## src/rtl/load_store_initiator_pkg.sv

```systemverilog
// Shared definitions for the data-memory load/store initiator: size codes,
// FSM state constants, the captured request record and alignment helpers.
package load_store_initiator_pkg;

  localparam int unsigned ADDR_W_DEF = 10;

  localparam logic [1:0] SZ_BYTE = 2'd0;
  localparam logic [1:0] SZ_HALF = 2'd1;
  localparam logic [1:0] SZ_WORD = 2'd2;

  typedef logic [2:0] ls_state_t;

  localparam ls_state_t ST_IDLE  = 3'd0;
  localparam ls_state_t ST_RD    = 3'd1;
  localparam ls_state_t ST_MERGE = 3'd2;
  localparam ls_state_t ST_WR    = 3'd3;
  localparam ls_state_t ST_DONE  = 3'd4;

  typedef struct packed {
    logic        write;
    logic [1:0]  size;
    logic        uns;
    logic [1:0]  offset;
    logic [31:0] wdata;
  } ls_req_t;

  // Size code 3 behaves exactly like a word access.
  function automatic logic is_word(input logic [1:0] size);
    return size >= SZ_WORD;
  endfunction

  function automatic logic is_misaligned(input logic [1:0] size, input logic [1:0] offset);
    if (is_word(size)) return offset != 2'b00;
    if (size == SZ_HALF) return offset[0];
    return 1'b0;
  endfunction

endpackage

```

## src/rtl/load_store_initiator_if.sv

```systemverilog
// Signal bundle between the MEM stage, the load/store initiator and data memory.
interface load_store_initiator_if
  import load_store_initiator_pkg::*;
#(
  parameter int unsigned ADDR_W = ADDR_W_DEF
) ();

  // Handshakes: ls_valid is sampled only while ls_busy=0 and ls_done pulses
  // once per accepted request; mem_req is held until the cycle after the edge
  // that samples the single-cycle mem_ack, and acks outside a request are ignored.
  logic              ls_valid;
  logic              ls_write;
  logic [1:0]        ls_size;
  logic              ls_unsigned;
  logic [31:0]       ls_addr;
  logic [31:0]       ls_wdata;
  logic [31:0]       ls_rdata;
  logic              ls_done;
  logic              ls_misaligned;
  logic              ls_error;
  logic              ls_busy;
  logic              mem_req;
  logic              mem_we;
  logic [ADDR_W-1:0] mem_addr;
  logic [31:0]       mem_wdata;
  logic [31:0]       mem_rdata;
  logic              mem_ack;

  modport master (
    input  ls_valid, ls_write, ls_size, ls_unsigned, ls_addr, ls_wdata,
    input  mem_rdata, mem_ack,
    output ls_rdata, ls_done, ls_misaligned, ls_error, ls_busy,
    output mem_req, mem_we, mem_addr, mem_wdata
  );

  modport slave (
    output ls_valid, ls_write, ls_size, ls_unsigned, ls_addr, ls_wdata,
    output mem_rdata, mem_ack,
    input  ls_rdata, ls_done, ls_misaligned, ls_error, ls_busy,
    input  mem_req, mem_we, mem_addr, mem_wdata
  );

endinterface

```

## src/rtl/ls_lane_align.sv

```systemverilog
// Byte-lane steering: extracts/extends load data from a memory word and merges
// sub-word store data into a previously read word (little-endian lanes).
module ls_lane_align
  import load_store_initiator_pkg::*;
(
  input  logic [1:0]  size,
  input  logic        uns,
  input  logic [1:0]  offset,
  input  logic [31:0] rd_word,
  output logic [31:0] load_data,
  input  logic [31:0] old_word,
  input  logic [31:0] st_data,
  output logic [31:0] merged_word
);

  logic [7:0]  lane_b;
  logic [15:0] lane_h;

  always_comb begin
    lane_b = rd_word[7:0];
    case (offset)
      2'd1:    lane_b = rd_word[15:8];
      2'd2:    lane_b = rd_word[23:16];
      2'd3:    lane_b = rd_word[31:24];
      default: lane_b = rd_word[7:0];
    endcase
    lane_h = offset[1] ? rd_word[31:16] : rd_word[15:0];

    case (size)
      SZ_BYTE: load_data = {{24{lane_b[7] & ~uns}}, lane_b};
      SZ_HALF: load_data = {{16{lane_h[15] & ~uns}}, lane_h};
      default: load_data = rd_word;
    endcase

    merged_word = old_word;
    if (size == SZ_BYTE) begin
      case (offset)
        2'd1:    merged_word[15:8]  = st_data[7:0];
        2'd2:    merged_word[23:16] = st_data[7:0];
        2'd3:    merged_word[31:24] = st_data[7:0];
        default: merged_word[7:0]   = st_data[7:0];
      endcase
    end else if (size == SZ_HALF) begin
      if (offset[1]) merged_word[31:16] = st_data[15:0];
      else           merged_word[15:0]  = st_data[15:0];
    end else begin
      merged_word = st_data;
    end
  end

endmodule

```

## src/rtl/load_store_initiator.sv

```systemverilog
// MEM-stage load/store initiator: one access at a time over a req/ack word
// memory, read-modify-write for sub-word stores, misalign and timeout reporting.
module load_store_initiator
  import load_store_initiator_pkg::*;
#(
  parameter int unsigned ADDR_W  = ADDR_W_DEF,
  parameter int unsigned TIMEOUT = 15
) (
  input  logic                  clk,
  input  logic                  reset,
  load_store_initiator_if.master bus,
  output logic [2:0]            state_dbg
);

  localparam int unsigned      CNT_W    = $clog2(TIMEOUT + 1);
  localparam logic [CNT_W-1:0] CNT_LAST = CNT_W'(TIMEOUT - 1);

  ls_state_t         state_q, state_d;
  ls_req_t           req_q, req_d;
  logic [CNT_W-1:0]  cnt_q, cnt_d;
  logic [31:0]       word_q, word_d;
  logic [31:0]       rdata_q, rdata_d;
  logic [31:0]       mem_wdata_q, mem_wdata_d;
  logic [ADDR_W-1:0] mem_addr_q, mem_addr_d;
  logic              mem_req_q, mem_req_d;
  logic              mem_we_q, mem_we_d;
  logic              done_q, done_d;
  logic              mis_q, mis_d;
  logic              err_q, err_d;
  logic [31:0]       load_data;
  logic [31:0]       merged_word;
  logic              unused_addr_hi;

  assign unused_addr_hi = ^bus.ls_addr[31:ADDR_W+2];

  ls_lane_align u_align (
    .size        (req_q.size),
    .uns         (req_q.uns),
    .offset      (req_q.offset),
    .rd_word     (bus.mem_rdata),
    .load_data   (load_data),
    .old_word    (word_q),
    .st_data     (req_q.wdata),
    .merged_word (merged_word)
  );

  always_comb begin
    state_d     = state_q;
    req_d       = req_q;
    cnt_d       = cnt_q;
    word_d      = word_q;
    rdata_d     = rdata_q;
    mem_wdata_d = mem_wdata_q;
    mem_addr_d  = mem_addr_q;
    mem_req_d   = mem_req_q;
    mem_we_d    = mem_we_q;
    done_d      = 1'b0;
    mis_d       = 1'b0;
    err_d       = 1'b0;

    case (state_q)
      ST_IDLE: begin
        if (bus.ls_valid) begin
          req_d.write  = bus.ls_write;
          req_d.size   = bus.ls_size;
          req_d.uns    = bus.ls_unsigned;
          req_d.offset = bus.ls_addr[1:0];
          req_d.wdata  = bus.ls_wdata;
          mem_addr_d   = bus.ls_addr[ADDR_W+1:2];
          cnt_d        = '0;
          if (is_misaligned(bus.ls_size, bus.ls_addr[1:0])) begin
            state_d = ST_DONE;
            done_d  = 1'b1;
            mis_d   = 1'b1;
            rdata_d = '0;
          end else if (bus.ls_write && is_word(bus.ls_size)) begin
            state_d     = ST_WR;
            mem_req_d   = 1'b1;
            mem_we_d    = 1'b1;
            mem_wdata_d = bus.ls_wdata;
          end else begin
            state_d   = ST_RD;
            mem_req_d = 1'b1;
            mem_we_d  = 1'b0;
          end
        end
      end

      ST_RD, ST_WR: begin
        // An ack in the final allowed cycle still completes the access.
        if (bus.mem_ack) begin
          mem_req_d = 1'b0;
          mem_we_d  = 1'b0;
          if (state_q == ST_RD) begin
            word_d = bus.mem_rdata;
            if (req_q.write) begin
              state_d = ST_MERGE;
            end else begin
              state_d = ST_DONE;
              done_d  = 1'b1;
              rdata_d = load_data;
            end
          end else begin
            state_d = ST_DONE;
            done_d  = 1'b1;
            rdata_d = '0;
          end
        end else if (cnt_q == CNT_LAST) begin
          mem_req_d = 1'b0;
          mem_we_d  = 1'b0;
          state_d   = ST_DONE;
          done_d    = 1'b1;
          err_d     = 1'b1;
          rdata_d   = '0;
        end else begin
          cnt_d = cnt_q + 1'b1;
        end
      end

      ST_MERGE: begin
        state_d     = ST_WR;
        mem_req_d   = 1'b1;
        mem_we_d    = 1'b1;
        mem_wdata_d = merged_word;
        cnt_d       = '0;
      end

      ST_DONE: state_d = ST_IDLE;

      default: state_d = ST_IDLE;
    endcase
  end

  always_ff @(posedge clk or negedge reset) begin
    if (!reset) begin
      state_q     <= ST_IDLE;
      req_q       <= '0;
      cnt_q       <= '0;
      word_q      <= '0;
      rdata_q     <= '0;
      mem_wdata_q <= '0;
      mem_addr_q  <= '0;
      mem_req_q   <= 1'b0;
      mem_we_q    <= 1'b0;
      done_q      <= 1'b0;
      mis_q       <= 1'b0;
      err_q       <= 1'b0;
    end else begin
      state_q     <= state_d;
      req_q       <= req_d;
      cnt_q       <= cnt_d;
      word_q      <= word_d;
      rdata_q     <= rdata_d;
      mem_wdata_q <= mem_wdata_d;
      mem_addr_q  <= mem_addr_d;
      mem_req_q   <= mem_req_d;
      mem_we_q    <= mem_we_d;
      done_q      <= done_d;
      mis_q       <= mis_d;
      err_q       <= err_d;
    end
  end

  assign bus.ls_rdata      = rdata_q;
  assign bus.ls_done       = done_q;
  assign bus.ls_misaligned = mis_q;
  assign bus.ls_error      = err_q;
  assign bus.ls_busy       = (state_q != ST_IDLE);
  assign bus.mem_req       = mem_req_q;
  assign bus.mem_we        = mem_we_q;
  assign bus.mem_addr      = mem_addr_q;
  assign bus.mem_wdata     = mem_wdata_q;
  assign state_dbg         = state_q;

endmodule

```

## src/flat_wrapper.sv

```systemverilog
// flat-port wrapper written by rule: the top's interface ports become plain ports
module load_store_initiator_flat import load_store_initiator_pkg::*;
#(
  parameter int unsigned ADDR_W  = ADDR_W_DEF,
  parameter int unsigned TIMEOUT = 15
)
  (clk, reset, state_dbg, bus_ls_valid, bus_ls_write, bus_ls_size, bus_ls_unsigned, bus_ls_addr, bus_ls_wdata, bus_mem_rdata, bus_mem_ack, bus_ls_rdata, bus_ls_done, bus_ls_misaligned, bus_ls_error, bus_ls_busy, bus_mem_req, bus_mem_we, bus_mem_addr, bus_mem_wdata);
  load_store_initiator_if #(.ADDR_W(ADDR_W)) bus_i ();
  input  logic clk;
  input  logic reset;
  output logic [2:0] state_dbg;
  input wire logic [$bits(bus_i.ls_valid)-1:0] bus_ls_valid;
  input wire logic [$bits(bus_i.ls_write)-1:0] bus_ls_write;
  input wire logic [$bits(bus_i.ls_size)-1:0] bus_ls_size;
  input wire logic [$bits(bus_i.ls_unsigned)-1:0] bus_ls_unsigned;
  input wire logic [$bits(bus_i.ls_addr)-1:0] bus_ls_addr;
  input wire logic [$bits(bus_i.ls_wdata)-1:0] bus_ls_wdata;
  input wire logic [$bits(bus_i.mem_rdata)-1:0] bus_mem_rdata;
  input wire logic [$bits(bus_i.mem_ack)-1:0] bus_mem_ack;
  output wire logic [$bits(bus_i.ls_rdata)-1:0] bus_ls_rdata;
  output wire logic [$bits(bus_i.ls_done)-1:0] bus_ls_done;
  output wire logic [$bits(bus_i.ls_misaligned)-1:0] bus_ls_misaligned;
  output wire logic [$bits(bus_i.ls_error)-1:0] bus_ls_error;
  output wire logic [$bits(bus_i.ls_busy)-1:0] bus_ls_busy;
  output wire logic [$bits(bus_i.mem_req)-1:0] bus_mem_req;
  output wire logic [$bits(bus_i.mem_we)-1:0] bus_mem_we;
  output wire logic [$bits(bus_i.mem_addr)-1:0] bus_mem_addr;
  output wire logic [$bits(bus_i.mem_wdata)-1:0] bus_mem_wdata;
  assign bus_i.ls_valid = bus_ls_valid;
  assign bus_i.ls_write = bus_ls_write;
  assign bus_i.ls_size = bus_ls_size;
  assign bus_i.ls_unsigned = bus_ls_unsigned;
  assign bus_i.ls_addr = bus_ls_addr;
  assign bus_i.ls_wdata = bus_ls_wdata;
  assign bus_i.mem_rdata = bus_mem_rdata;
  assign bus_i.mem_ack = bus_mem_ack;
  assign bus_ls_rdata = bus_i.ls_rdata;
  assign bus_ls_done = bus_i.ls_done;
  assign bus_ls_misaligned = bus_i.ls_misaligned;
  assign bus_ls_error = bus_i.ls_error;
  assign bus_ls_busy = bus_i.ls_busy;
  assign bus_mem_req = bus_i.mem_req;
  assign bus_mem_we = bus_i.mem_we;
  assign bus_mem_addr = bus_i.mem_addr;
  assign bus_mem_wdata = bus_i.mem_wdata;
  load_store_initiator #(.ADDR_W(ADDR_W), .TIMEOUT(TIMEOUT)) u_core (.clk(clk), .reset(reset), .bus(bus_i), .state_dbg(state_dbg));
endmodule
```

## config.mk

```make
export PLATFORM = sky130hd
export DESIGN_NAME = load_store_initiator_flat
export DESIGN_NICKNAME = d
export VERILOG_FILES = /design/src/rtl/load_store_initiator_pkg.sv /design/src/rtl/load_store_initiator_if.sv /design/src/rtl/ls_lane_align.sv /design/src/rtl/load_store_initiator.sv /design/src/flat_wrapper.sv
export SDC_FILE = /design/constraint.sdc
export NUM_CORES = 1
export LEC_CHECK = 0
export CAP_MARGIN = 20
export CORE_MARGIN = 1
export CORE_UTILIZATION = 45
export DETAILED_ROUTE_END_ITERATION = 12
export PLACE_DENSITY = 0.77
export REMOVE_ABC_BUFFERS = 1
export SKIP_CTS_REPAIR_TIMING = 1
export SLEW_MARGIN = 20
export SYNTH_ARGS = -nofsm -noshare
export SYNTH_HDL_FRONTEND = slang
export SYNTH_SLANG_ARGS = --single-unit
```

## constraint.sdc

```tcl
create_clock -name clk -period 1.9 [get_ports clk]
set_input_delay 0.19 -clock clk [delete_from_list [all_inputs] [get_ports clk]]
set_output_delay 0.19 -clock clk [all_outputs]
set_load 0.02 [all_outputs]
```

=== After elaboration in Yosys (flattened, before gate mapping) ===
Cells that the tools add are included.

* Bits of input ports: 104
* Bits in registers: 156
* Logic and storage cells: 121

* Muxes and demuxes: 66
* $lt $le $gt $ge: 1
* Add/subtract/negate cells: 1
* Bitwise gates (word level): 3
* Eq/ne operators: 17
* Reductions and logical operators: 17

{| class="wikitable"
|+ Operators with widths
! operator !! number
|-
| 32-bit 2-to-1 mux || 11
|-
| 32-bit one-hot mux with 2 select lines || 3
|-
| 16-bit 2-to-1 mux || 3
|-
| 8-bit 2-to-1 mux || 4
|-
| 1-bit 2-to-1 mux || 29
|-
| 8-bit one-hot mux with 3 select lines || 1
|-
| 3-bit 2-to-1 mux || 6
|-
| 4-bit 2-to-1 mux || 3
|-
| 4-bit one-hot mux with 3 select lines || 1
|-
| 4-bit AND reduction || 3
|-
| 3-bit one-hot mux with 3 select lines || 1
|-
| 2-bit inequality test, second input constant || 4
|-
| 2-bit by 1-bit == test with 1-bit output, second input constant || 3
|-
| 3-bit by 2-bit == test with 1-bit output, second input constant || 2
|-
| 1-bit one-hot mux with 3 select lines || 2
|-
| 2-bit nonzero test || 3
|-
| 3-bit nonzero test || 2
|-
| 5-bit AND reduction || 1
|-
| 4-bit by 1-bit adder with 4-bit output, second input constant || 1
|-
| 2-bit == test, second input constant || 2
|-
| 4-bit == test, second input constant || 1
|-
| 2-bit by 1-bit inequality test with 1-bit output, second input constant || 2
|-
| 4-bit inequality test, second input constant || 1
|-
| 2-bit AND reduction || 2
|-
| other kinds (13) || 14
|}

=== Depth between registers and ports, before layout ===
* Depth in word-level cells: 14
* Gate-level depth with buffers: 7
* Gate-level depth less buffers: 6

=== Cells and area by module ===
From an unflattened synthesis, not the netlist that was laid out.

* Cell total of the unflattened synthesis: 716
* Area, all modules: 8,179.1 µm²

{| class="wikitable"
|+ By module, submodules not included
! module !! instances !! area an instance (µm²) !! cells each
|-
| load_store_initiator || 1 || 6,470.0 || 482
|-
| ls_lane_align || 1 || 1,709.1 || 234
|}

=== Least setup slack after synthesis ===
OpenSTA, ideal clock, no wires.

* Path kind: register to register
* Start point: register u_core.state_q[0] (netlist: u_core.state_dbg[0])
* End point: register u_core.rdata_q[28] (netlist: u_core.bus.ls_rdata[28])
* Stages on the path, launching flop included: 7
* Slack: 0.088 ns
* Buffers on the path: 2
* Arrival time: 1.685 ns
* Cell sequence: dfrtp_1 > buf_2 > nor3_2 > nand2_2 > a2bb2oi_2 > buf_2 > a221o_2

* Word-level cells in the longest chain between the ends: 4

{| class="wikitable"
|+ Ends and longest elaborated chain
! item !! line !! source
|-
| start: declaration || load_store_initiator.sv:18 || <nowiki>ls_state_t state_q, state_d;</nowiki>
|-
| start signal: assignment || load_store_initiator.sv:149 || <nowiki>state_q <= state_d;</nowiki>
|-
| 3-bit by 2-bit == test with 1-bit output / 3-bit by 1-bit == test with 1-bit output (equally long branches) || load_store_initiator.sv:61, load_store_initiator.sv:94 ||
|-
| 2-bit OR reduction / 32-bit 2-to-1 mux (equally long branches) || load_store_initiator.sv:61, load_store_initiator.sv:94 ||
|-
| 4-bit inequality test (no source line) (tied with other cells) || - ||
|-
| 5-bit AND reduction (no source line) / 32-bit one-hot mux with 2 select lines (equally long branches) || - ||
|-
| end signal: assignment || load_store_initiator.sv:153 || <nowiki>rdata_q <= rdata_d;</nowiki>
|-
| end: declaration || load_store_initiator.sv:22 || <nowiki>logic [31:0] rdata_q, rdata_d;</nowiki>
|}

Several ways; a longest one is shown, not always the timed one.
A chain may end at the register's enable or synchronous reset.

=== Worst setup path after layout ===
* Start point: register u_core.req_q[32] (netlist bit)
* End point: register u_core.mem_wdata_q[7] (netlist: u_core.bus.mem_wdata[7])

* Word-level cells in the longest chain between the ends: 5

{| class="wikitable"
|+ Ends and longest elaborated chain
! item !! line !! source
|-
| start: declaration || load_store_initiator.sv:19 || <nowiki>ls_req_t req_q, req_d;</nowiki>
|-
| start signal: assignment || load_store_initiator.sv:150 || <nowiki>req_q <= req_d;</nowiki>
|-
| 2-bit == test / 2-bit by 1-bit == test with 1-bit output (equally long branches) || ls_lane_align.sv:37 || <nowiki>case (offset)</nowiki>
|-
| 3-bit OR reduction (no source line) (*) || - ||
|-
| 8-bit 2-to-1 mux (*) || ls_lane_align.sv:37 ||
|-
| 32-bit 2-to-1 mux (*) || ls_lane_align.sv:36 || <nowiki>if (size == SZ_BYTE) begin</nowiki>
|-
| 32-bit one-hot mux with 2 select lines (*) || load_store_initiator.sv:61 || <nowiki>case (state_q)</nowiki>
|-
| end signal: assignment || load_store_initiator.sv:154 || <nowiki>mem_wdata_q <= mem_wdata_d;</nowiki>
|-
| end: declaration || load_store_initiator.sv:23 || <nowiki>logic [31:0] mem_wdata_q, mem_wdata_d;</nowiki>
|}

Every way passes the cells marked *; elsewhere a longest branch is shown, timed or not.

==> flow_metrics.tcl <==
set metrics [dict create \
    num-nets-final 1139 \
    number_of_instances_in_the_synthesized_netlist 840 \
    placement.cell_area_um2 10260 \
    worst_reg2reg_path_depth 6 \
    synth.distinct_cells 61 \
    tritoncts "built" \
    final_hold_violating_endpoints 0 \
    final.period_utilization_pct 98.41 \
    worstMarginPinSlew_ps 570.6 \
    dp_hpwl_um 16970 \
    maxClockFrequency_mhz 534.8 \
    coreArea_um2 17240 \
    placed_cells_incl_taps 1232 \
    worst-endpoint-required_ps 2190 \
    final.min_clock_period_ps 1870 \
    synth.yosys.seq_area_share_pct 49.33 \
    fillCellCount 1433 \
    initial_core_util_pct 45.91 \
    worst_skew_ps 11.68 \
    power_density_nw_per_um2 1644 \
    clockBufferDepth 2 \
    fraction_of_final_layout_cells_with_drive_strength_greater_than_1_pct 16.31 \
    totalPowerFinal_mw 18.00 \
    grt_antenna_before_repair 0 \
    die_w_um 134.6 \
    postLayoutCellArea_um2 10950 \
    post_synth_instance_area_um2 7914 \
    tritoncts.num_buffers 17 \
    cts_htree_levels 4 \
    die_area_um2 18120 \
    drc 0 \
    slew_headroom_pct 61.96 \
    cts_sinks 156 \
    synth_enable_flop_cells 0 \
    clkSlewWorstSetupHoldPaths_ps 60 \
    min-delay-path-class "in2reg" \
    layout.core_utilization_pct 63.52 \
    ys_dominant_reg_cell "dfrtp_1" \
    placement_rows 48 \
    path_class "reg2reg" \
    final_common_cell "nand2_1" \
    routability_congestion 0.9121 \
    power.static_leakage_nw 4.824 \
    cts-root-buf "clkbuf_16" \
    final_cell_mix "nand2_1 (169), clkdlybuf4s50_1 (164), dfrtp_1 (153)" \
    outcome "finished, final reports clean" \
    clock_latency_ps 430 \
    grt_pass1_wl_um 39280 \
    postRouteAntennaNets 0 \
    buffer_ports.inserted 166 \
    finalMaxSlewViolations 0 \
    ir_drop_mv 0.9750 \
    number_of_placed_i_o_pins 187 \
    area_delta_synth_final_pct 38.34 \
    grt_start_max_net_pins 55 \
    cp_max_fo 8 \
    die_h_um 134.6 \
    yosysWarningCount 0 \
    first_global_vias 7307 \
    final-setup-viol-count 0 \
    synth_register_bits 156 \
    max_cap_viol_count 0 \
    drt-vias-per-instance 5.848 \
    finalHoldWorstSlack_ps 297.2 \
    grt.overflow.total 0 \
    crit_arrival_ps 2160 \
    finish.cell_count_without_fillers 1267 \
    synth_async_sr_flop_share_pct 100.0 \
    antenna_cells 0 \
    post_synth.cell_area_avg_um2 9.421 \
    detail_route.wirelength_um 25240 \
    drt_pre_antenna_iters 9 \
    crit_path_end_kind "register" \
    whs_path_depth 3 \
    overall_via_count_from_detail_route 7409 \
    startpoint_type "register" \
    drt-wirelength-per-cell_um 19.92 \
    dr.first_iter.drc_count 648 \
    globalRouteTotalUtil_pct 28.28 \
]
## metal layers
layer	track usage [%]	part of all wire, %	vias up
met3	5.593	7.9	49
met2	46.49	48	350
met4	8.926	2.1	0
li1	-	-	3370
met5	0	0	-
met1	37.74	42	3640
## cell type report
cell class                 count  area, um2  area share [%]
clock buffer                  20      446.7           4.080
clock inverter                 8      73.82          0.6743
inverter                      32      123.9           1.131
multi-input combinational    581       3656           33.39
sequential                   156       3908           35.69
tap                          225      281.5           2.571
timing repair buffer         245       2459           22.46
## synth_stat cells, types with 9 or more instances
| cell type | instances | area share (%) |
|---|---|---|
| clkbuf_1 | 39 | 1.8 |
| nand2b_1 | 9 | 0.71 |
| o31ai_1 | 17 | 1.6 |
| a221oi_1 | 9 | 1.0 |
| a221o_2 | 10 | 1.4 |
| nand2_1 | 169 | 8.0 |
| inv_1 | 31 | 1.5 |
| mux2_2 | 29 | 4.1 |
| nor2_1 | 37 | 1.8 |
| mux2i_1 | 14 | 1.8 |
| a211oi_1 | 11 | 1.0 |
| a22o_1 | 13 | 1.4 |
| nand3_1 | 19 | 1.2 |
| a31oi_1 | 14 | 1.1 |
| nor2b_1 | 17 | 1.3 |
| o21ai_0 | 74 | 4.7 |
| o211ai_1 | 10 | 0.95 |
| nor3_1 | 10 | 0.63 |
| buf_2 | 24 | 1.5 |
| dfrtp_1 | 156 | 49 |
| nor3b_1 | 13 | 1.2 |
| a21oi_1 | 24 | 1.5 |
## flip-flops by register name, indices dropped and copies added (netlist names)
register / count
u_core.bus.ls_done: 1
u_core.bus.ls_error: 1
u_core.bus.ls_misaligned: 1
u_core.bus.ls_rdata: 32
u_core.bus.mem_addr: 10
u_core.bus.mem_req: 1
u_core.bus.mem_wdata: 32
u_core.bus.mem_we: 1
u_core.cnt_q: 4
u_core.req_q: 38
u_core.state_dbg: 3
u_core.word_q: 32
## path summary, 6_finish.rpt
path	start	to	slack (ps)
min in group asynchronous	reset	u_core.cnt_q[2]$_DFFE_PN0P_	310
min	bus_ls_addr[8]	u_core.bus.mem_addr[6]$_DFFE_PN0P_	300
max	u_core.req_q[32]$_DFFE_PN0P_	u_core.bus.mem_wdata[7]$_DFFE_PN0P_	30
max in group asynchronous	reset	u_core.word_q[12]$_DFFE_PN0P_	850
max reg2reg	u_core.req_q[32]$_DFFE_PN0P_	u_core.bus.mem_wdata[7]$_DFFE_PN0P_	30
min reg2reg	u_core.req_q[16]$_DFFE_PN0P_	u_core.req_q[16]$_DFFE_PN0P_	480
## worst max-delay path, cell delays in order (launching register included)
cell	delay [ps]
dfrtp_1	480
buf_4	200
nor2b_2	210
buf_4	170
o21ai_4	100
a211oi_1	430
o31ai_1	140
## stage by stage
stage / setup slack [ps] / setup TNS [ps]
final: 30.14 / 0
after detailed placement: -87.84 / -1654
after CTS: -128.5 / -194.1
after floorplan: -3814 / -264280
after global routing: -26.89 / -34.48
after global placement: -51.94 / -1319
## power breakdown
group	switching [mW]	internal, mW
clock	1.33	1.80
combinational	4.91	4.10
sequential	1.12	4.74
## cells by family (layout without fill, tap and decap cells)
kind of cell / after synthesis / in the layout / share of synthesized area, %
fa+ha+maj: 2 / 2 / 0.3162
simple gates: 293 / 293 / 16.87
mux: 44 / 44 / 6.182
compound gates: 242 / 242 / 21.71
flops: 156 / 156 / 49.33
buf+inv: 103 / 305 / 5.597
(Power assumes the default switching activity.)
